### config.mk
export PLATFORM = sky130hd
export DESIGN_NAME = adder_pipe
export DESIGN_NICKNAME = d
export VERILOG_FILES = /design/src/rtl/adder_pipe.sv
export SDC_FILE = /design/constraint.sdc
export NUM_CORES = 1
export LEC_CHECK = 0
export CAP_MARGIN = 40
export CORE_MARGIN = 1
export CORE_UTILIZATION = 31
export CTS_CLUSTER_DIAMETER = 40
export DETAILED_ROUTE_END_ITERATION = 16
export DONT_BUFFER_PORTS = 1
export SLEW_MARGIN = 20
export SYNTH_ARGS = -nofsm -noshare
export SYNTH_HDL_FRONTEND = slang
export SYNTH_SLANG_ARGS = --single-unit
### constraint.sdc
create_clock -name clk -period 3 [get_ports clk]
set_input_delay 0.15 -clock clk [delete_from_list [all_inputs] [get_ports clk]]
set_output_delay 0.15 -clock clk [all_outputs]
set_load 0.01 [all_outputs]
### src/rtl/adder_pipe.sv
// rtl/adder_pipe.sv - Operand adder/accumulator with a FIFO result buffer.
// Optional macro ADDER_PIPE_SAT_EN: accumulate results saturate instead of wrapping.
module adder_pipe #(
    parameter int WIDTH = 4,
    parameter int DEPTH = 4
) (
    input  logic                       clk,
    input  logic                       rst,
    input  logic                       in_valid,
    output logic                       in_ready,
    input  logic [WIDTH-1:0]           a,
    input  logic [WIDTH-1:0]           b,
    input  logic                       acc_mode,
    input  logic                       acc_clr,
    output logic                       out_valid,
    input  logic                       out_ready,
    output logic [WIDTH:0]             y,
    output logic [$clog2(DEPTH+1)-1:0] count
);

    localparam int RW = WIDTH + 1;
    localparam int PW = $clog2(DEPTH);
    localparam int CW = $clog2(DEPTH + 1);
    localparam logic [CW-1:0] FULL    = CW'(DEPTH);
    localparam logic [RW:0]   RES_MAX = {1'b0, {RW{1'b1}}};

    logic [RW-1:0] mem_q [DEPTH];
    logic [PW-1:0] wr_ptr_q, wr_ptr_d;
    logic [PW-1:0] rd_ptr_q, rd_ptr_d;
    logic [CW-1:0] count_q, count_d;
    logic [RW-1:0] acc_q, acc_d;

    logic          accept;
    logic          pop;
    logic [RW-1:0] acc_base;
    logic [RW:0]   sum_wide;
    logic [RW-1:0] plain_sum;
    logic [RW-1:0] acc_res;
    logic [RW-1:0] res;

    always_comb begin
        in_ready  = (count_q != FULL);
        out_valid = (count_q != '0);
        accept    = in_valid && in_ready;
        pop       = out_valid && out_ready;

        acc_base  = acc_clr ? '0 : acc_q;
        sum_wide  = {1'b0, acc_base} + {2'b0, a} + {2'b0, b};
        plain_sum = {1'b0, a} + {1'b0, b};
`ifdef ADDER_PIPE_SAT_EN
        acc_res   = (sum_wide > RES_MAX) ? RES_MAX[RW-1:0] : sum_wide[RW-1:0];
`else
        acc_res   = sum_wide[RW-1:0];
`endif
        res       = acc_mode ? acc_res : plain_sum;

        // An accumulate accept already folds the clear into acc_base.
        acc_d = acc_q;
        if (accept && acc_mode) begin
            acc_d = acc_res;
        end else if (acc_clr) begin
            acc_d = '0;
        end

        wr_ptr_d = wr_ptr_q;
        if (accept) begin
            wr_ptr_d = wr_ptr_q + 1'b1;
        end
        rd_ptr_d = rd_ptr_q;
        if (pop) begin
            rd_ptr_d = rd_ptr_q + 1'b1;
        end

        count_d = count_q;
        case ({accept, pop})
            2'b10:   count_d = count_q + 1'b1;
            2'b01:   count_d = count_q - 1'b1;
            default: count_d = count_q;
        endcase

        count = count_q;
        y     = out_valid ? mem_q[rd_ptr_q] : '0;
    end

    always_ff @(posedge clk or posedge rst) begin
        if (rst) begin
            wr_ptr_q <= '0;
            rd_ptr_q <= '0;
            count_q  <= '0;
            acc_q    <= '0;
        end else begin
            wr_ptr_q <= wr_ptr_d;
            rd_ptr_q <= rd_ptr_d;
            count_q  <= count_d;
            acc_q    <= acc_d;
        end
    end

    // Storage is left uncleared on reset; count gates what is visible.
    always_ff @(posedge clk) begin
        if (accept) begin
            mem_q[wr_ptr_q] <= res;
        end
    end

endmodule

# [Word level (Yosys, flattened, before mapping)]
# Memory sizes are Yosys's and may differ from the RTL's.
# Index checks and enable logic that the tools add are counted.
[totals] ff_bits=12 latch_bits=0 mem_bits_rw=20 mem_bits_ro=0 input_bits=14 output_inout_bits=10 word_cells=27 memories=1
[op_classes] n_addsub=7 multipliers=0 n_div=0 order_cmp=0 n_eq_ne=3 shift=0 n_mux=7 bitwise=0 reduce_logical=5
[mem_list] memory="mem_q" depth=4 width=5 read_ports=1 rd_ports_with_merged_regs=0 wr=1 line="27" source="logic [RW-1:0] mem_q [DEPTH];"
[ops] op="2-to-1 mux 5 bit" count=4
[ops] op="adder 5 x 4 -> 5 bit" count=2
[ops] op="one-hot mux 3 bit (2 select lines)" count=1
[ops] op="adder 4 x 4 -> 5 bit" count=1
[ops] op="adder 2 x 1 -> 2 bit, second input constant" count=2
[ops] op="adder 3 x 1 -> 3 bit, second input constant" count=1
[ops] op="logical AND 1 bit" count=3
[ops] op="inequality test 3 bit, second input constant" count=1
[ops] op="nonzero test 3 bit" count=1
[ops] op="subtractor 3 x 1 -> 3 bit, second input constant" count=1
[ops] op="equality test 2 x 1 -> 1 bit, second input constant" count=1
[ops] op="equality test 2 bit, second input constant" count=1
[ops] op="2-to-1 mux 1 bit" count=2
[ops] op="nonzero test 2 bit" count=1

# [Logic depth before layout (Yosys ltp)]
# Gate-level depths: netlist of run 1.
[logic_depth] word_depth=4 mapped_depth=10 ltp_nobuf=9

# [Least setup slack after synthesis of run 1]
# Ideal clock, no wire load.
[synth_path] path_type="register to register" from="register count_q[0] (netlist: count[0])" to="register count_q[2] (netlist: count[2])" setup_ns=0.079 t_arrival_ns=2.039 t_required_ns=2.921 slack_ns=0.882 path_stages_with_launch=11 n_path_buf=1 period_less_slack_ns=2.118 cell_sequence="dfrtp_1 > nor3b_2 > nor2b_1 > clkbuf_1 > inv_1 > ha_1 > inv_1 > fa_1 > xor2_1 > nor2_1 > xor2_1"
[synth_between] elab_chain_cells=4 elab_cells_between_ends=10 cone_classes="add/sub: 2; eq/ne: 3; mux: 1; reduce/logical: 4"
[synth_lines] element="from (decl)" line="30" source="logic [CW-1:0] count_q, count_d;"
[synth_lines] element="from (signal assigned)" line="94" source="count_q <= count_d;"
[synth_lines] element="inequality test 3 bit or nonzero test 3 bit (tied branches)" line="42, 43"
[synth_lines] element="logical AND 1 bit (on tied branches)" line="44, 45"
[synth_lines] element="equality test 2 x 1 -> 1 bit or equality test 2 bit (tied branches)" line="75" source="case ({accept, pop})"
[synth_lines] element="one-hot mux 3 bit (2 select lines) or nonzero test 2 bit (tied branches)"
# Parallel ways exist; a longest one is shown, timed or not.
# A chain may end at the register's enable or synchronous reset.

# [Worst setup path after layout of run 1]
[layout_path] from="register acc_q[1]" to="memory mem_q[1][3] (netlist bit), data pin"
[layout_between] elab_chain_cells=4
[layout_lines] element="from (decl)" line="31" source="logic [RW-1:0] acc_q, acc_d;"
[layout_lines] element="from (signal assigned)" line="90" source="acc_q <= '0;"
[layout_lines] element="from (signal assigned)" line="95" source="acc_q <= acc_d;"
[layout_lines] element="2-to-1 mux 5 bit"
[layout_lines] element="adder 5 x 4 -> 5 bit (2 in series)" line="48" source="sum_wide = {1'b0, acc_base} + {2'b0, a} + {2'b0, b};"
[layout_lines] element="2-to-1 mux 5 bit" line="55" source="res = acc_mode ? acc_res : plain_sum;"
[layout_lines] element="named net res[3]" line="39" source="logic [RW-1:0] res;"
[layout_lines] element="to (decl)" line="27"
# The timed path passes the listed nets, and every way through them passes these cells.

==> results.md, run 1 <==
Place:
- The total placed instance area is 0.00187 mm^2.
- The count of port buffers added during placement is 0.
- Summed over all nets, the half-perimeter wirelength after detailed placement is 2.56 mm.
- The final weighted congestion in routability-driven placement is 0.844.

Setup path:
- The critical path launch point is acc_q[1]$_DFF_PP0_.
- The required time of the critical path is 3.02 ns.
- The kind of end point of the critical path is a flop.
- Traced cell by cell, the critical path runs through nor2b_1, fa_1, ha_1, inv_1, fa_1, xor2_1, mux2i_1.
- Of all nets on the critical path, the largest fanout is 4.
- The cell type group with the largest total delay on the critical path is adder cells.
- The startpoint type of the worst setup path is a flop.
- The most numerous cell on the critical path is sky130_fd_sc_hd__fa_1.
- The type of the worst setup path is reg2reg.
- Among all stages on the critical path, the largest delay is contributed by sky130_fd_sc_hd__fa_1.
- The launch point of the worst reg-to-reg path is acc_q[1]$_DFF_PP0_.
- The data arrival time at the worst-slack endpoint is 2.45 ns.
- Together, buffers and inverters on the worst path number 1.
- The largest single stage delay on the critical path is 0.49 ns.
- The slack of the worst reg-to-reg path is 0.56 ns.

Timing:
- The transition at the pin with the smallest max-transition slack is 0.492 ns.
- Setup violations remaining at the end of the flow were counted as 0.
- Setup repair after global routing left no endpoint under its margin.
- Setup total negative slack on the finished layout was measured at 0 ns.
- The final critical path takes up 81.2% of the cycle.
- Headroom to the max-slew limit came out at 66.3%.
- Derived from the worst setup path, the maximum achievable clock frequency is 0.410 GHz.
- The final number of hold-violating endpoints is 0.
- Subtracting the final worst setup slack from the clock period gives 2.44 ns.
- The max-slew violation count is 0.
- The final setup skew is 0.00247 ns.

Yosys:
- The flip-flop cell with the highest count after synthesis is sky130_fd_sc_hd__edfxtp_1.
- Counting flops with an async set or reset pin after synthesis yields a share of 37.5%.
- The number of nets handed over by synthesis was 168.
- The largest total area in the synthesized netlist belongs to sky130_fd_sc_hd__edfxtp_1.
- The post-synthesis register bit count is 32.
- In the synthesized netlist, mux cells make up 9.70% of the area.
- For this run, the register share of the synthesized area comes to 49.9%.
- By area the synthesized netlist is led by sky130_fd_sc_hd__edfxtp_1 (33%), sky130_fd_sc_hd__dfrtp_1 (17%), sky130_fd_sc_hd__ha_1 (8.3%), sky130_fd_sc_hd__fa_1 (7.8%), sky130_fd_sc_hd__mux4_2 (6.2%).
- The cell area after synthesis is 0.00181 mm^2.
- The simple-gate share of the synthesized area is 9.35%.
- The number of warnings printed during yosys synthesis is 0.
- In this run, synthesis inferred 20 flip-flops with an integrated enable.
- The synthesized netlist devotes 16.1% of its cell area to adder and majority cells.
- The instance count of the mapped netlist is 135.
- Summing the areas of all xor and xnor instances in the mapped netlist gives 5.82% of the synthesized area.
- The combinational family with the most area after synthesis is adder cells.
- The synthesized-area fraction occupied by ao, oa, aoi and oai cells is 4.50%.
- The share of the synthesized area in the top cell type is 33.2%.
- The count of different cell masters after synthesis is 33.
- The synthesized area divided by synthesized cell count is 13.4 um^2.

Detailed routing:
- The via count is 983.
- The number of iterations in the first detailed-routing pass is 4.
- The first routing iteration left 23 violations.
- The wire length reported by the detailed router is 3.22 mm.
- In the routed design, unresolved DRC markers number 0.
- The wire length per cell is 15.3 um.
- The via count normalized by instance count is 4.66.
- In this run the remaining antenna-violating nets after routing total 0.

Clock tree:
- The number of setup buffers added after CTS is 0.
- No sink is reached through more buffers than the 2 on the longest clock path.
- The number of buffers added by the clock tree synthesis step is 5.
- The clock sink total is 32.
- The clock latency on the worst-skew pair is 0.28 ns.
- The CTS tree is done.
- The root buffer selected by CTS is sky130_fd_sc_hd__clkbuf_8.
- Clock-pin slew was measured on the worst setup and hold paths at 0.07 ns.
- The number of H-tree levels is 2.

Die:
- The die covers 0.00614 mm^2.
- The number of core rows is 27.
- The vertical die dimension is 78.3 um.
- The initial core utilization is 32.4%.
- The area of the core is 0.00557 mm^2.
- The boundary pin count is 24.
- The overall die width is 78.3 um.

Final layout:
- The final net count is 171.
- The area growth from synthesis to layout is 9.90%.
- The repair_antennas step left the layout with diodes totalling 0.
- Cells with a size suffix above 1 make up 12.2% of the layout.
- After routing the design area is 0.00199 mm^2.

Global routing:
- The global routing usage summed across all routing layers is 12.0%.
- The global route total overflow is 0.
- The first global-routing pass estimated 5.35 mm of wire.
- The largest net degree at the start of global routing is 13.
- The number of global-route vias before repair is 1,081.
- The initial antenna violation count is 0.

Hold path:
- In this run the worst hold path is classified as in2reg.
- The startpoint identified for the worst hold timing path is acc_clr.

Power:
- The proportion of power drawn by flip-flops and latches is 42.6%.
- In this run switching power makes up 33.4% of total power.
- For this design the ratio of total power to cell area is 868 mW/mm^2.
- The clock network is responsible for 23.4% of the overall power.
- The internal power of the cells totals 1.15 mW.
- The switching power summed over all nets is 576 uW.
- The share of total power dissipated in combinational logic is 34.0%.
- The standby leakage power is 0.811 nW.
- The peak supply drop is 244 uV.

Flow run:
- Max-cap violations in this run came to 0.

Status:
- The flow ran to the end, and the final reports show no timing, DRC or antenna violations.
==> registers in the layout, summed over array words and instances, names as in the netlist <==
| register | cells |
|---|---|
| mem_q | 20 |
| acc_q | 5 |
| count | 3 |
| rd_ptr_q | 2 |
| wr_ptr_q | 2 |
==> cells by family (layout without fill, tap and decap cells) <==
family,after synthesis,after routing
AND/OR/NAND/NOR,28,28
adder cells (fa/ha/maj),19,19
multiplexers,11,11
buffers and inverters,20,24
flip-flops,32,32
AO/OA/AOI/OAI,13,13
XOR/XNOR,12,12
==> cells in the final DEF (no fill, tap or decap), types with 3 or more instances in the layout <==
cell                       count
sky130_fd_sc_hd__and2_1        9
sky130_fd_sc_hd__nor2b_1       5
sky130_fd_sc_hd__a21oi_1       4
sky130_fd_sc_hd__xnor2_1       6
sky130_fd_sc_hd__nand2_1       3
sky130_fd_sc_hd__fa_1          7
sky130_fd_sc_hd__ha_1         12
sky130_fd_sc_hd__mux4_2        5
sky130_fd_sc_hd__clkbuf_8      5
sky130_fd_sc_hd__inv_1        15
sky130_fd_sc_hd__xor2_1        6
sky130_fd_sc_hd__dfrtp_1      12
sky130_fd_sc_hd__mux2i_1       4
sky130_fd_sc_hd__nor2_1        3
sky130_fd_sc_hd__edfxtp_1     20
==> cells in the mapped netlist, types with 2 or more instances <==
cell / number
sky130_fd_sc_hd__buf_2: 2
sky130_fd_sc_hd__inv_1: 15
sky130_fd_sc_hd__mux4_2: 5
sky130_fd_sc_hd__fa_1: 7
sky130_fd_sc_hd__edfxtp_1: 20
sky130_fd_sc_hd__o21ai_0: 2
sky130_fd_sc_hd__mux2i_1: 4
sky130_fd_sc_hd__xnor2_1: 6
sky130_fd_sc_hd__and2_1: 9
sky130_fd_sc_hd__nor2b_1: 5
sky130_fd_sc_hd__xor2_1: 6
sky130_fd_sc_hd__nor2_1: 3
sky130_fd_sc_hd__ha_1: 12
sky130_fd_sc_hd__nand2_1: 3
sky130_fd_sc_hd__dfrtp_1: 12
sky130_fd_sc_hd__clkbuf_1: 2
sky130_fd_sc_hd__a21oi_1: 4
sky130_fd_sc_hd__a21o_1: 2
sky130_fd_sc_hd__o31ai_1: 2
==> cell type report <==
class	count	area (um^2)
Clock buffer	6	72.6
Clock inverter	2	35.0
Fill cell	545	3590
Tap cell	72	90.1
Multi-Input combinational cell	83	821
Sequential cell	32	901
Inverter	15	56.3
Timing Repair Buffer	1	10.0
==> repair_timing <==
item,CTS,global route
hold buffers,1,0
endpoints found under the hold margin,12,0
resized for setup,0,0
==> routing by layer <==
layer / vias to the layer above / wire length [um] / global-route usage [%]
li1: 463 / - / -
met5: - / 0 / 0
met4: 0 / 34 / 4.44
met2: 26 / 1640 / 20.4
met1: 489 / 1390 / 13.9
met3: 5 / 151 / 4.07
==> final timing paths <==
path,to,depth (start not counted)
setup / recovery,mem_q[1][3]$_DFFE_PP_,7
hold / removal,acc_q[4]$_DFF_PP0_,2
setup reg to reg,mem_q[1][3]$_DFFE_PP_,7
hold reg to reg,count[2]$_DFFE_PP0P_,1
max in group asynchronous,acc_q[3]$_DFF_PP0_,2
min in group asynchronous,count[2]$_DFFE_PP0P_,2
==> power groups by stage <==
stage	clock (mW)	sequential [mW]	combinational (mW)
finish	0.404	0.734	0.586
global route	0.433	0.752	0.661
CTS	0.413	0.740	0.600
detailed placement	0	0.749	0.598
global placement	0	0.740	0.566
floorplan	0	0.686	0.542
==> through the flow <==
| step | setup slack, ns | total power [mW] | util [%] | cells | hold WS [ns] |
|---|---|---|---|---|---|
| final | 0.564 | 1.72 | 35.6 | 211 | 0.0932 |
| after global routing | 0.404 | 1.85 | 35.6 | 211 | 0.0812 |
| after CTS | 0.599 | 1.75 | 35.6 | 211 | 0.0873 |
| after detailed placement | 0.629 | 1.35 | 33.5 | 202 | 0.103 |
| after global placement | 0.684 | 1.31 | 33.5 | 202 | 0.0907 |
| after floorplan | 0.882 | 1.23 | - | 135 | 0.0147 |
No activity file was read; power rests on OpenSTA's default activity.
==> run 2: changes to the inputs <==
- clock period: 3 -> 2.1 ns (I/O delays scaled with it)
==> run 2 against run 1 <==
  * The run now ends with setup timing left
  * Non-clock buffer count up 10
  * Setup slack worse by 0.62 ns
  * Cell area is 7.4% higher
  * Clock power is 14% higher
  * Final cell count up 4.7%
  * Routed wire length rose by 2.5%
  * Power up 49%
  * Utilization rose by 2.6 points
  * Hold slack worse by 0.065 ns
  * Maximum frequency up 13%
  * Register-to-register slack lost 0.62 ns
  * Flip-flop and latch count is the same
  * Critical endpoint is now acc_q[4]$_DFF_PP0_
==> results.md, run 2 (synthesized netlist as in run 1, its figures left out) <==
Timing:
- The post-route worst setup slack is -0.0561 ns (-0.620 ns).
- The setup TNS after final layout is -0.511 ns (-0.511 ns).
- The highest clock rate was 0.464 GHz (+13%).
- The total of endpoints with negative setup slack in the final report is 14 (+14).
- The final number of hold-violating endpoints is 0 (unchanged).
- The relative max-transition margin is 66.5% (+0.21 points).
- The max-slew violation count is 0 (unchanged).
- The minimum clock period after layout is 2.16 ns (-0.280 ns).
- The transition at the pin with the smallest max-transition slack is 0.502 ns (+0.0103 ns).
- The final setup skew is 0.00674 ns (+0.00427 ns).
- Setup repair after global routing could not meet its margin everywhere.
- The part of the cycle the worst path needs came to 103% (+21 points).

Final layout:
- The post-route standard cell area excluding fillers is 0.00213 mm^2 (+7.4%).
- The flip-flop count of the largest register after layout is 20 (unchanged).
- Leaving out fill and tap cells, the most frequent cells in the layout are sky130_fd_sc_hd__edfxtp_1 (20), sky130_fd_sc_hd__inv_1 (14), sky130_fd_sc_hd__dfrtp_1 (12).
- The utilization of the core after routing is 38.2% (+2.6 points).
- The fraction of layout cells with a size suffix above 1 came to 28.9% (+17 points).
- The register with the most flip-flops in the final layout is mem_q.
- The library cell used most frequently in the layout, excluding fill and tap cells, is sky130_fd_sc_hd__edfxtp_1.
- The number of antenna cells inserted is 0 (unchanged).
- The area overhead of the layout relative to synthesis is 18.0%.
- The final net count was 181 (+5.8%).

Setup path:
- The worst setup path is captured at a flop.
- In this run the critical register-to-register path is launched from acc_q[1]$_DFF_PP0_.
- The data arrival time at the worst-slack endpoint is 2.33 ns (-0.12 ns).
- The most critical setup path has its startpoint at acc_q[1]$_DFF_PP0_.
- The worst setup path is of the reg2reg kind.
- The maximum fanout encountered on the critical timing path was 2 (-2).
- The required time of the critical path is 2.27 ns (-0.75 ns).
- The startpoint type of the worst setup path is a flop.

Detailed routing:
- The via count is 1,015 (+3.3%).
- The detailed router's first-iteration violation count is 56 (+140%).
- The DRC violations left was 0 (unchanged).
- The wire length per cell came to 14.9 um (-2.2%).
- The wire length reported by the detailed router is 3.30 mm (+2.5%).
- The via count normalized by instance count is 4.59 (-1.4%).
- The number of iterations in the first detailed-routing pass was 4 (unchanged).
- The number of nets with antenna violations after routing is 0 (unchanged).

Hold path:
- The startpoint of the worst hold path is acc_clr.
- In this run the worst hold path is classified as in2reg.

Global routing:
- The initial antenna violation count is 0 (unchanged).
- The number of global-route vias before repair is 1,115 (+3.1%).
- The global routing usage summed across all routing layers is 11.7% (-0.25 points).
- The global route total overflow came to 0 (unchanged).
- The largest net degree at the start of global routing came to 13 (unchanged).
- The first-pass GRT wire length is 5.29 mm (-1.3%).

Die:
- The area of the core was 0.00557 mm^2 (unchanged).
- The boundary pin count came to 24 (unchanged).
- The initial core utilization is 32.4% (unchanged).
- The overall die width is 78.3 um (unchanged).
- The vertical die dimension is 78.3 um (unchanged).
- The number of core rows is 27 (unchanged).
- The area of the die is 0.00614 mm^2 (unchanged).

Place:
- The total placed instance area is 0.00193 mm^2 (+3.6%).
- The total half-perimeter wirelength after legalization and detailed placement is 2.45 mm (-4.3%).
- The final weighted congestion in routability-driven placement is 0.837 (-0.77%).
- The count of port buffers added during placement is 0 (unchanged).

Status:
- The checks that failed: setup timing.
- The flow ran to the end, but the final reports show violations.

Clock tree:
- The number of buffers added by the clock tree synthesis step is 5 (unchanged).
- The clock transition time at the flip-flop clock pins of the worst setup and hold paths is 0.07 ns (about the same).
- The number of buffers on the longest clock path is 2 (unchanged).
- The clock latency on the worst-skew pair was 0.28 ns (about the same).
- The number of H-tree levels is 2 (unchanged).
- The CTS tree is done.
- In this run the clock root is driven by a sky130_fd_sc_hd__clkbuf_8.
- The clock sink total was 32 (unchanged).

Power:
- The peak supply drop is 318 uV (+30%).
- The standby leakage power is 0.874 nW (+7.7%).
- The overall power of the completed layout is 2.57 mW (+49%).
- The proportion of power drawn by flip-flops and latches is 40.5% (-2.1 points).
- The proportion of power drawn by combinational gates is 41.5% (+7.5 points).
- The switching share of power was 35.1% (+1.7 points).
- The power per unit of standard cell area is 1210 mW/mm^2 (+39%).
- The share of total power in the clock network is 18.0% (-5.4 points).
- The internal power of the cells came to 1.67 mW (+45%).
- The switching power summed over all nets is 902 uW (+57%).

Flow run:
- The number of violations of the max-capacitance limit came to 0 (unchanged).
run 2: per-layer routing:
layer | global-route usage (%) | vias up | part of all wire, % | routed length, um
met4 | 6.48 | 0 | 1.9 | 63
met5 | 0 | - | 0 | 0
met3 | 4.88 | 5 | 5.1 | 168
li1 | - | 484 | - | -
met1 | 13.3 | 502 | 43 | 1410
met2 | 18.6 | 24 | 50 | 1650
run 2: critical path, cell delays in order, from the launching register on:
cell and delay (ns):
sky130_fd_sc_hd__dfrtp_1 0.37, sky130_fd_sc_hd__nor2b_4 0.13, sky130_fd_sc_hd__fa_1 0.45, sky130_fd_sc_hd__ha_2 0.21, sky130_fd_sc_hd__buf_4 0.13, sky130_fd_sc_hd__a211o_1 0.32
sky130_fd_sc_hd__buf_4 0.15, sky130_fd_sc_hd__nand3_1 0.08, sky130_fd_sc_hd__nand3b_1 0.09, sky130_fd_sc_hd__xnor2_1 0.14
run 2: timing repair:
item,CTS,global route
setup endpoints to repair,13,15
hold buffers,1,0
gates resized for setup,14,6
pin swaps,11,12
cloned,0,0
hold endpoints to repair,12,0
setup buffers,3,1
run 2: per-stage QoR:
stage | instances | setup WS [ns] | hold slack, ns
global placement | 210 | -0.0644 | 0.0477
detailed placement | 210 | -0.108 | 0.0520
finish | 221 | -0.0561 | 0.0281
CTS | 220 | -0.118 | 0.0200
floorplan | 135 | 0.0190 | -0.0303
global route | 221 | -0.117 | 0.0347
run 2: worst paths after layout:
path | depth (start not counted) | slack (ns) | endpoint
worst max-delay path | 9 | -0.06 | acc_q[4]$_DFF_PP0_
worst min-delay path | 2 | 0.03 | acc_q[4]$_DFF_PP0_
worst max register to register | 9 | -0.06 | acc_q[4]$_DFF_PP0_
worst min register to register | 2 | 0.57 | acc_q[0]$_DFF_PP0_
max in group asynchronous | 2 | 1.45 | rd_ptr_q[0]$_DFFE_PP0P_
min in group asynchronous | 2 | 0.31 | count[1]$_DFFE_PP0P_
run 2: power by group through the flow:
| stage | combinational [mW] | sequential, mW | clock, mW |
|---|---|---|---|
| floorplan | 0.782 | 0.988 | 0 |
| global placement | 0.926 | 1.05 | 0 |
| detailed placement | 0.960 | 1.06 | 0 |
| CTS | 1.03 | 1.05 | 0.475 |
| global route | 1.18 | 1.07 | 0.501 |
| finish | 1.07 | 1.04 | 0.462 |
run 2: layout make-up:
type	instances	area, um^2
fill	536	3440
multi-input combinational	83	908
sequential	32	901
tap	72	90.1
timing repair buffer	11	88.8
clock buffer	5	68.8
inverter	15	56.3
clock inverter	3	18.8
==> run 3: changes to the inputs <==
- CELL_PAD_IN_SITES_DETAIL_PLACEMENT: default -> 0
- CELL_PAD_IN_SITES_GLOBAL_PLACEMENT: default -> 1
- PLACE_DENSITY_LB_ADDON: default -> 0.1
- SETUP_SLACK_MARGIN: default -> 0.5
==> run 3 against run 2 <==
  * The flow still finishes with violations (setup timing)
  * Count of clock-buffer cells in the layout up 2
  * Register-to-register slack improved by 0.02 ns
  * Critical path type unchanged
  * Power up 3.9%
==> results.md, run 3 (synthesized netlist as in run 1, its figures left out) <==
Power:
- The switching share of power was 34.1% (-0.97 points).
- The proportion of power drawn by flip-flops and latches is 39.4% (-1.1 points).
- The switching power summed over all nets is 912 uW (+1.1%).
- The proportion of power drawn by combinational gates was 42.5% (+1.0 points).
- The internal power of the cells came to 1.76 mW (+5.5%).
- The standby leakage power is 0.888 nW (+1.7%).
- The power per unit of standard cell area is 1220 mW/mm^2 (+0.86%).
- The share of total power in the clock network was 18.1% (about the same).
- The peak supply drop is 339 uV (+6.6%).

Flow run:
- The number of violations of the max-capacitance limit is 0 (unchanged).

Detailed routing:
- The total length of routed met3 wires is 140 um (-17%).
- Signal routing reaches up to met4.
- The wire length per cell came to 15.0 um (+0.52%).
- The via count normalized by instance count came to 4.50 (-2.0%).
- The sum of routed wire segments on met1 is 1.45 mm (+2.4%).
- The number of iterations in the first detailed-routing pass is 4 (unchanged).
- The wire length reported by the detailed router came to 3.34 mm (+1.4%).
- The number of nets with antenna violations after routing is 0 (unchanged).
- The wire length on met2 is 1.69 mm (+2.3%).
- The DRC violations left came to 0 (unchanged).
- The via count was 1,004 (-1.1%).
- The detailed router's first-iteration violation count is 44 (-21%).

Final layout:
- The final net count came to 183 (+1.1%).
- The number of antenna cells inserted came to 0 (unchanged).
- The post-route standard cell area excluding fillers is 0.00220 mm^2 (+3.1%).
- The library cell used most frequently in the layout, excluding fill and tap cells, is sky130_fd_sc_hd__edfxtp_1.
- The number of cells in the finished layout apart from fillers is 223 (+0.90%).
- The area overhead of the layout relative to synthesis is 21.6%.
- The flip-flop count of the largest register after layout is 20 (unchanged).
- The number of fill cells is 536 (unchanged).
- The fraction of layout cells with a size suffix above 1 was 33.8% (+4.9 points).
- Leaving out fill and tap cells, the most frequent cells in the layout are sky130_fd_sc_hd__edfxtp_1 (20), sky130_fd_sc_hd__inv_1 (13), sky130_fd_sc_hd__buf_4 (11).
- The largest register by flop count is mem_q.

Global routing:
- The global routing usage summed across all routing layers came to 13.1% (+1.4 points).
- The largest net degree at the start of global routing is 13 (unchanged).
- The number of global-route vias before repair is 1,144 (+2.6%).
- The global route total overflow is 0 (unchanged).
- The first-pass GRT wire length is 5.74 mm (+8.6%).
- The initial antenna violation count came to 0 (unchanged).

Clock tree:
- The number of buffers on the longest clock path is 2 (unchanged).
- The number of H-tree levels is 2 (unchanged).
- The clock sink total was 32 (unchanged).
- The clock latency on the worst-skew pair is 0.28 ns (about the same).
- The tree is rooted in a sky130_fd_sc_hd__clkbuf_8.
- The number of buffers added by the clock tree synthesis step is 5 (unchanged).
- The clock transition time at the flip-flop clock pins of the worst setup and hold paths is 0.07 ns (about the same).
- TritonCTS built the clock tree.

Timing:
- The final number of hold-violating endpoints is 0 (unchanged).
- The total of endpoints with negative setup slack in the final report is 9 (-5).
- The part of the cycle the worst path needs came to 102% (-1.0 points).
- Setup repair after global routing could not meet its margin everywhere.
- The minimum clock period after layout is 2.13 ns (-0.0219 ns).
- The post-route worst setup slack is -0.0342 ns (+0.0219 ns).
- The relative max-transition margin is 63.8% (-2.7 points).
- The final setup skew is 0.00486 ns (-0.00188 ns).
- The max-slew violation count is 0 (unchanged).
- The highest clock rate came to 0.469 GHz (+1.0%).
- The transition at the pin with the smallest max-transition slack is 0.543 ns (+0.0405 ns).

Hold path:
- The startpoint of the worst hold path is acc_clr.
- The path category of the worst min-delay check is in2reg.

Place:
- The count of port buffers added during placement was 0 (unchanged).
- The final weighted congestion in routability-driven placement is 0.725 (-13%).
- The total half-perimeter wirelength after legalization and detailed placement came to 2.57 mm (+4.9%).
- The total placed instance area was 0.00197 mm^2 (+2.1%).
- The count of placed standard cells including taps is 208 (-0.95%).

Setup path:
- The startpoint identified for the worst register-to-register timing path is acc_q[2]$_DFF_PP0_.
- The data arrival time at the worst-slack endpoint came to 2.15 ns (-0.18 ns).
- The maximum fanout encountered on the critical timing path is 4 (+2).
- The required time of the critical path is 2.12 ns (-0.15 ns).
- In this run the worst setup path begins at acc_q[2]$_DFF_PP0_.
- STA classifies the critical path endpoint as a flop.
- The startpoint type of the worst setup path is a flop.
- The critical path in this run is classified as reg2reg.

Die:
- The area of the die came to 0.00614 mm^2 (unchanged).
- The initial core utilization is 32.4% (unchanged).
- The number of core rows is 27 (unchanged).
- The vertical die dimension was 78.3 um (unchanged).
- The boundary pin count is 24 (unchanged).
- The overall die width came to 78.3 um (unchanged).
- The area of the core came to 0.00557 mm^2 (unchanged).

Status:
- The run finished, with violations left.
- The final reports fail on setup timing.
[run 3: changes by cell type in the layout (fill, tap and decap cells not counted), sizes merged]
cell and delta:
clkinv -2, clkbuf +2, buf +2
[run 3: what timing repair did]
action	4_1_cts	5_1_grt
resized for setup	12	9
endpoints found under the hold margin	12	0
hold buffers	1	0
gates cloned	0	0
pin swaps	4	3
endpoints found under the setup margin	27	47
buffers inserted	3	3
[run 3: power by group through the flow]
stage / Clock (mW) / Sequential (mW) / Combinational, mW
floorplan: 0 / 0.993 / 0.829
global placement: 0 / 1.07 / 0.964
detailed placement: 0 / 1.08 / 0.993
CTS: 0.499 / 1.06 / 1.07
global route: 0.530 / 1.09 / 1.28
finish: 0.484 / 1.05 / 1.13
[run 3: metrics by stage]
stage	power [mW]	util, %	hold slack (ns)	TNS [ns]	setup slack (ns)
after floorplan	1.82	-	-0.0304	0	0.0727
after global placement	2.03	35.4	0.0652	-0.288	-0.0719
after detailed placement	2.07	35.4	0.0847	-0.776	-0.118
after CTS	2.63	38.4	0.0234	-0.301	-0.0444
after global routing	2.89	39.4	0.0325	-1.15	-0.139
final	2.67	39.4	0.0417	-0.180	-0.0342
[run 3: layer usage]
metal / track usage, % / up-vias
li1: - / 488
met1: 15.3 / 487
met2: 22.3 / 22
met3: 4.07 / 7
met4: 5.00 / 0
met5: 0 / -
[run 3: area by class of cell]
| class | count | area (um^2) | area share, % |
|---|---|---|---|
| Tap cell | 72 | 90.1 | 4.10 |
| Multi-Input combinational cell | 83 | 953 | 43.4 |
| Clock inverter | 1 | 3.75 | 0.171 |
| Timing Repair Buffer | 13 | 104 | 4.73 |
| Clock buffer | 7 | 86.3 | 3.93 |
| Inverter | 15 | 56.3 | 2.56 |
| Sequential cell | 32 | 903 | 41.1 |
[run 3: worst paths after layout]
path	endpoint	slack, ns	depth (start not counted)
setup / recovery	mem_q[2][4]$_DFFE_PP_	-0.03	7
hold / removal	acc_q[4]$_DFF_PP0_	0.04	2
setup reg to reg	mem_q[2][4]$_DFFE_PP_	-0.03	7
hold reg to reg	count[2]$_DFFE_PP0P_	0.53	1
max in group asynchronous	count[0]$_DFFE_PP0P_	1.41	2
min in group asynchronous	acc_q[4]$_DFF_PP0_	0.30	2
[run 3: critical path, stage by stage, from the launching register on]
cell                      delay [ns]
sky130_fd_sc_hd__dfrtp_1        0.36
sky130_fd_sc_hd__nor2b_4        0.13
sky130_fd_sc_hd__fa_1           0.45
sky130_fd_sc_hd__ha_1           0.30
sky130_fd_sc_hd__a211o_1        0.30
sky130_fd_sc_hd__nand2_1        0.09
sky130_fd_sc_hd__xnor2_1        0.13
sky130_fd_sc_hd__a21oi_2        0.11
